[src/rtl/song_player.sv]
// -----------------------------------------------------------------------------
// song_player
//
// Chart sequencer that sits behind the game-flow FSM. It latches the song the
// player confirms in the menu and, while the game is in PLAY, walks that
// song's note chart in an external chart ROM. Each step is shown to the
// LED-matrix renderer for TICK_DIV clocks. When the chart ends, finish is
// raised back to the game FSM.
//
// Ports
//   clk          system clock
//   rst          asynchronous active-high reset
//   state        game FSM state code: 0 START, 1 MENU, 2 PLAY, 3 FINISH
//   song_confirm one-cycle song number (1..3) from the game FSM; 0 = none
//   rom_addr     chart ROM address {song_id, step}
//   rom_data     chart ROM word: [3] end marker, [2:0] lanes {yellow,blue,red}
//                The word must be valid one cycle after rom_addr changes.
//   lanes        lane pattern of the step currently displayed
//   lane_strobe  one-cycle pulse whenever lanes is loaded from the chart
//   step_idx     index of the step currently displayed
//   song_id      latched song number, 1..3
//   busy         high while a chart is running
//   finish       chart-complete level, held until the game leaves PLAY
//
// Parameters
//   TICK_DIV     clocks per chart step (minimum 4)
//   STEP_W       step index width; a chart holds up to 2**STEP_W steps
// -----------------------------------------------------------------------------
module song_player #(
    parameter int TICK_DIV = 2500000,
    parameter int STEP_W   = 7
) (
    input  logic              clk,
    input  logic              rst,
    input  logic [1:0]        state,
    input  logic [1:0]        song_confirm,
    output logic [STEP_W+1:0] rom_addr,
    input  logic [3:0]        rom_data,
    output logic [2:0]        lanes,
    output logic              lane_strobe,
    output logic [STEP_W-1:0] step_idx,
    output logic [1:0]        song_id,
    output logic              busy,
    output logic              finish
);

    // The tick counter must be able to hold TICK_DIV itself (see SHOW).
    localparam int TICK_W = $clog2(TICK_DIV + 1);

    localparam logic [1:0] GAME_MENU = 2'd1;
    localparam logic [1:0] GAME_PLAY = 2'd2;

    // tick holds the 1-based display clock of the current step. The FETCH
    // cycle that loads the next pattern is the last display clock of the
    // previous step, so a normal step leaves SHOW at TICK_DIV-1 while the
    // final step stays in SHOW through TICK_DIV. Every step, including the
    // last one, is therefore visible for exactly TICK_DIV clocks.
    localparam logic [TICK_W-1:0] TICK_ADDR = TICK_W'(TICK_DIV - 2);
    localparam logic [TICK_W-1:0] TICK_NEXT = TICK_W'(TICK_DIV - 1);
    localparam logic [TICK_W-1:0] TICK_LAST = TICK_W'(TICK_DIV);
    localparam logic [TICK_W-1:0] TICK_ONE  = TICK_W'(1);

    localparam logic [STEP_W-1:0] STEP_MAX  = {STEP_W{1'b1}};
    localparam logic [STEP_W-1:0] STEP_ONE  = STEP_W'(1);

    typedef enum logic [1:0] {
        IDLE  = 2'd0,
        FETCH = 2'd1,
        SHOW  = 2'd2,
        DONE  = 2'd3
    } seq_t;

    seq_t              seq_reg,      seq_next;
    logic [STEP_W+1:0] rom_addr_reg, rom_addr_next;
    logic [2:0]        lanes_reg,    lanes_next;
    logic              strobe_reg,   strobe_next;
    logic [STEP_W-1:0] step_idx_reg, step_idx_next;
    logic [1:0]        song_reg,     song_next;
    logic              busy_reg,     busy_next;
    logic              finish_reg,   finish_next;
    logic [TICK_W-1:0] tick_reg,     tick_next;
    logic [STEP_W-1:0] step_reg,     step_next;
    logic              end_reg,      end_next;

    logic              play;
    logic [STEP_W-1:0] step_inc;

    assign play     = (state == GAME_PLAY);
    assign step_inc = step_reg + STEP_ONE;

    // -------------------------------------------------------------------------
    // State and datapath registers
    // -------------------------------------------------------------------------
    always_ff @(posedge clk or posedge rst) begin
        if (rst) begin
            seq_reg      <= IDLE;
            rom_addr_reg <= '0;
            lanes_reg    <= '0;
            strobe_reg   <= 1'b0;
            step_idx_reg <= '0;
            song_reg     <= 2'd1;
            busy_reg     <= 1'b0;
            finish_reg   <= 1'b0;
            tick_reg     <= '0;
            step_reg     <= '0;
            end_reg      <= 1'b0;
        end else begin
            seq_reg      <= seq_next;
            rom_addr_reg <= rom_addr_next;
            lanes_reg    <= lanes_next;
            strobe_reg   <= strobe_next;
            step_idx_reg <= step_idx_next;
            song_reg     <= song_next;
            busy_reg     <= busy_next;
            finish_reg   <= finish_next;
            tick_reg     <= tick_next;
            step_reg     <= step_next;
            end_reg      <= end_next;
        end
    end

    // -------------------------------------------------------------------------
    // Next-state logic
    // -------------------------------------------------------------------------
    always_comb begin
        seq_next = seq_reg;
        case (seq_reg)
            IDLE: begin
                if (play) begin
                    seq_next = FETCH;
                end
            end
            FETCH: begin
                seq_next = play ? SHOW : IDLE;
            end
            SHOW: begin
                if (!play) begin
                    seq_next = IDLE;
                end else if (end_reg && (tick_reg == TICK_LAST)) begin
                    seq_next = DONE;
                end else if (!end_reg && (tick_reg == TICK_NEXT)) begin
                    seq_next = FETCH;
                end
            end
            DONE: begin
                if (!play) begin
                    seq_next = IDLE;
                end
            end
            default: begin
                seq_next = IDLE;
            end
        endcase
    end

    // -------------------------------------------------------------------------
    // Output / datapath next values
    // -------------------------------------------------------------------------
    always_comb begin
        rom_addr_next = rom_addr_reg;
        lanes_next    = lanes_reg;
        strobe_next   = 1'b0;
        step_idx_next = step_idx_reg;
        busy_next     = busy_reg;
        finish_next   = finish_reg;
        tick_next     = tick_reg;
        step_next     = step_reg;
        end_next      = end_reg;

        // Song selection only counts in the menu, which also guarantees that
        // the song cannot change underneath a running chart.
        song_next = song_reg;
        if ((state == GAME_MENU) && (song_confirm != 2'd0)) begin
            song_next = song_confirm;
        end

        case (seq_reg)
            IDLE: begin
                if (play) begin
                    rom_addr_next = {song_reg, {STEP_W{1'b0}}};
                    step_next     = '0;
                    busy_next     = 1'b1;
                    tick_next     = '0;
                    end_next      = 1'b0;
                end
            end
            FETCH: begin
                if (play) begin
                    lanes_next    = rom_data[2:0];
                    strobe_next   = 1'b1;
                    step_idx_next = step_reg;
                    tick_next     = TICK_ONE;
                    // The last addressable step ends the chart even without
                    // a marker, so the step counter never wraps into the
                    // next song's region.
                    end_next      = rom_data[3] | (step_reg == STEP_MAX);
                end else begin
                    lanes_next    = '0;
                    busy_next     = 1'b0;
                    step_idx_next = '0;
                    tick_next     = '0;
                end
            end
            SHOW: begin
                if (!play) begin
                    lanes_next    = '0;
                    busy_next     = 1'b0;
                    step_idx_next = '0;
                    tick_next     = '0;
                end else begin
                    tick_next = tick_reg + TICK_ONE;
                    if (end_reg) begin
                        if (tick_reg == TICK_LAST) begin
                            lanes_next  = '0;
                            busy_next   = 1'b0;
                            finish_next = 1'b1;
                        end
                    end else if (tick_reg == TICK_ADDR) begin
                        // Address moves two clocks before the load so the
                        // ROM word is settled when FETCH samples it.
                        step_next     = step_inc;
                        rom_addr_next = {song_reg, step_inc};
                    end
                end
            end
            DONE: begin
                if (!play) begin
                    finish_next = 1'b0;
                end
            end
            default: begin
                lanes_next = '0;
                busy_next  = 1'b0;
            end
        endcase
    end

    assign rom_addr    = rom_addr_reg;
    assign lanes       = lanes_reg;
    assign lane_strobe = strobe_reg;
    assign step_idx    = step_idx_reg;
    assign song_id     = song_reg;
    assign busy        = busy_reg;
    assign finish      = finish_reg;

endmodule

[config.mk]
export PLATFORM = sky130hd
export DESIGN_NAME = song_player
export DESIGN_NICKNAME = d
export VERILOG_FILES = /design/src/rtl/song_player.sv
export SDC_FILE = /design/constraint.sdc
export NUM_CORES = 1
export LEC_CHECK = 0
export ABC_CLOCK_PERIOD_IN_PS = 3690
export BUFFER_PORTS_ARGS = -buffer_cell sky130_fd_sc_hd__buf_2
export CAP_MARGIN = 20
export CORE_ASPECT_RATIO = 0.8
export CORE_MARGIN = 4
export CORE_UTILIZATION = 40
export CTS_BUF_LIST = sky130_fd_sc_hd__clkbuf_2
export DETAILED_ROUTE_END_ITERATION = 7
export GPL_ROUTABILITY_DRIVEN = 0
export PLACE_DENSITY = 0.69
export SYNTH_ARGS = -nofsm -noshare
export SYNTH_HDL_FRONTEND = slang
export SYNTH_SLANG_ARGS = --single-unit
[constraint.sdc]
create_clock -name clk -period 3.69 [get_ports clk]
set_input_delay 0.369 -clock clk [delete_from_list [all_inputs] [get_ports clk]]
set_output_delay 0.369 -clock clk [all_outputs]
set_load 0.005 [all_outputs]
==> impl_results.md <==
- Outcome: finished, final reports clean
- Clk_lat worst skew: 430 ps
- Min cycle time layout: 2820 ps
- Initial antenna violation count: 0
- Comb power frac: 29.1%
- Seq pwr share: 49.0%
- Largest register FFs: 22
- Number of synthesized flops with an enable pin: 0
- Worst Skew: 18.7 ps
- Critical path startpoint category: flip-flop
- Clk pwr share: 21.9%
- Chip Height: 81.7 microns
- Cell variety after synth: 57
- Critical Path Max Stage Delay: 610 ps
- P per Cell Area: 432 nW/um^2
- Storage cell area: 1230 sq um
- Worst vdd ir: 235 uV
- Layout Area Growth over Synthesis: 11.0%
- Worst Path Required: 4030 ps
- Most used DFF post-synth: dfrtp_1
- Synth warnings: 0
- Filler cells: 630
- Synth top area share: 44.2%
- First-pass GRT wire length: 10500 microns
- Synthesized Nets: 305
- Worst-margin pin slew: 679 ps
- Initial Utilization: 41.8%
- Core Footprint: 6510 sq um
- Die area: 8190 sq um
- CTS buffer count: 5
- GRT Total Usage: 16.0%
- Drt first-iter violations: 154
- Largest cells by area after synthesis: dfrtp_1 44%, o21ai_0 5.0%, nand2_1 4.7%, ha_1 4.1%, a21oi_1 3.3%
- CTS Root Cell: clkbuf_2
- Sequential share of the synthesized area: 45.1%
- WP buf/inv: 1
- Slew headroom: 54.8%
- Area leader, netlist: dfrtp_1
- Cells after synthesis: 286
- Design Area, Final: 3020 sq um
- HPWL Detailed: 4450 microns
- Avg Vias per Cell: 5.59
- Switch share: 33.8%
- WL final: 6150 microns
- Mean Syn Cell Area: 9.51 sq um
- Vias: 2236
- Delay-heaviest family, CP: simple AND/OR/NAND/NOR gates
- Final slew viol count: 0
- Final setup viols: 0
- H-tree Lvls: 2
- Post-CTS setup buffers: 0
- CTS tree: built
- Diodes inserted: 0
- IO Pins: 34
- RSZ-0062 raised after global routing: no
- Sw power: 0.441 mW
- DIE WIDTH: 100 microns
- Setup crit start: seq_reg[0]
- Clock Sink Count: 49
- Worst Hold Class: input port to flip-flop
- DR pass1 iterations: 4
- DR DRC count: 0
- Total grt overflow: 0
- Max clock buf depth: 2
- Overall power: 1.30 mW
- Worst Setup Slack, final: 870 ps
- Share of cells above drive strength 1: 18.0%
- Critical-path cell list: inv_1, ha_1, nand3b_1, nor4_1, a32oi_2, o21bai_1, a21o_1
- Pleak: 1.38 nW
- Share of synthesized registers carrying an async set or reset: 100%
- Pint: 0.864 mW
- Final hold violation count: 0
- Multi-input gate area: 1380 sq um
- Worst path slowest cell: nor4_1
- Avg WL per Cell: 15.4 microns
- Core Rows: 26
- Reg-to-reg critical path startpoint: seq_reg[0]
- CP max FO: 17
- Setup TNS: 0 ps
- Worst Path Arrival: 3160 ps
- Clock transition at path regs: 250 ps
- Max Clk Rate: 355 MHz
- Min Hold Slack: 127 ps
- Worst Path Class, Setup: flip-flop to flip-flop
- CP Capture Type: flip-flop
- IO buf count: 33
- Largest net degree at the start of global routing: 50
- # nets final: 334
- Post-Place Setup Slack: 983 ps
- ANT nets after route: 0
- Number of global-route vias before repair: 2088
- Final period util: 76.4%
- Post-Syn Area: 2720 sq um
- Commonest cells post-synth: 48 x dfrtp_1, 34 x nand2_1, 27 x o21ai_0, 21 x nor2_1, 18 x a21oi_1
- Count leader, synth: dfrtp_1
- Max-cap violation count: 0
- DP Area: 2930 sq um
- FF+latch count, synth: 49
- Hold Startpoint: song_confirm[0]
-- power groups by stage --
| stage | clock network (mW) | logic, mW | registers (mW) |
|---|---|---|---|
| 2_1_floorplan | 0 | 0.259 | 0.647 |
| 3_3_place_gp | 0 | 0.375 | 0.646 |
| 3_5_place_dp | 0 | 0.376 | 0.648 |
| 4_1_cts | 0.292 | 0.377 | 0.639 |
| 5_1_grt | 0.319 | 0.423 | 0.647 |
| 6_report | 0.286 | 0.380 | 0.639 |
-- worst paths after layout --
check | depth (start not counted) | slack, ps | end
worst min-delay path | 3 | 130 | song_id[0]
worst max register to register | 7 | 870 | rom_addr[5]
min in group asynchronous | 3 | 380 | lane_strobe
max in group asynchronous | 4 | 2740 | song_id[0]
worst min register to register | 2 | 500 | song_id[0]
worst max-delay path | 7 | 870 | rom_addr[5]
-- stage by stage --
stage          instances  util, %
2_1_floorplan        286        -
6_report             400     46.4
5_1_grt              400     46.4
3_3_place_gp         390     45.0
4_1_cts              398     45.9
3_5_place_dp         390     45.0
-- cells by family after synthesis --
family | synth area share (%)
buf+inv | 4.14
mux | 1.56
flops | 45.1
xor+xnor | 2.90
compound gates | 19.6
simple gates | 22.5
fa+ha+maj | 4.14
-- routing by layer --
metal | GRT usage [%] | part of all wire, % | up-vias
li1 | - | - | 1099
met1 | 24.7 | 54 | 1087
met2 | 23.1 | 41 | 46
met3 | 2.80 | 4.1 | 4
met4 | 4.04 | 0.88 | 0
met5 | 0 | 0 | -
-- worst min-delay path: cells and delay by family --
family	cells	cell delay, ps
AND/OR/NAND/NOR	2	120
buffers and inverters	1	90
-- cell type report --
class / count / area share, %
flip-flops and latches: 49 / 40.7
inverters: 11 / 1.37
clock inverters: 2 / 1.12
well taps: 84 / 3.48
repair buffers: 36 / 6.71
clock buffers: 6 / 0.995
multi-input cells: 212 / 45.7
-- placed cells by master, fill, tap and decap left out, drive strengths merged, types with 3 or more instances in the layout --
cell    Yosys  layout
a21o        3       3
a21oi      18      18
a221oi      5       5
a22o        3       3
a32o        3       3
and2        5       5
and3        7       7
and4        4       4
buf         6      35
clkbuf      8       6
dfrtp      48      48
ha          9       9
inv        10      10
nand2      34      34
nand3      14      14
nand4       3       3
nor2       21      21
nor2b       3       3
nor4        5       5
nor4b       3       3
o21ai      27      27
o31ai       7       7
or4b        3       3
xor2        8       8
-- timing repair --
item                                    4_1_cts  5_1_grt
endpoints found under the setup margin        0        0
hold buffers                                  0        1
gates resized for setup                       0        0
endpoints found under the hold margin         0       13
(Power assumes the default switching activity.)
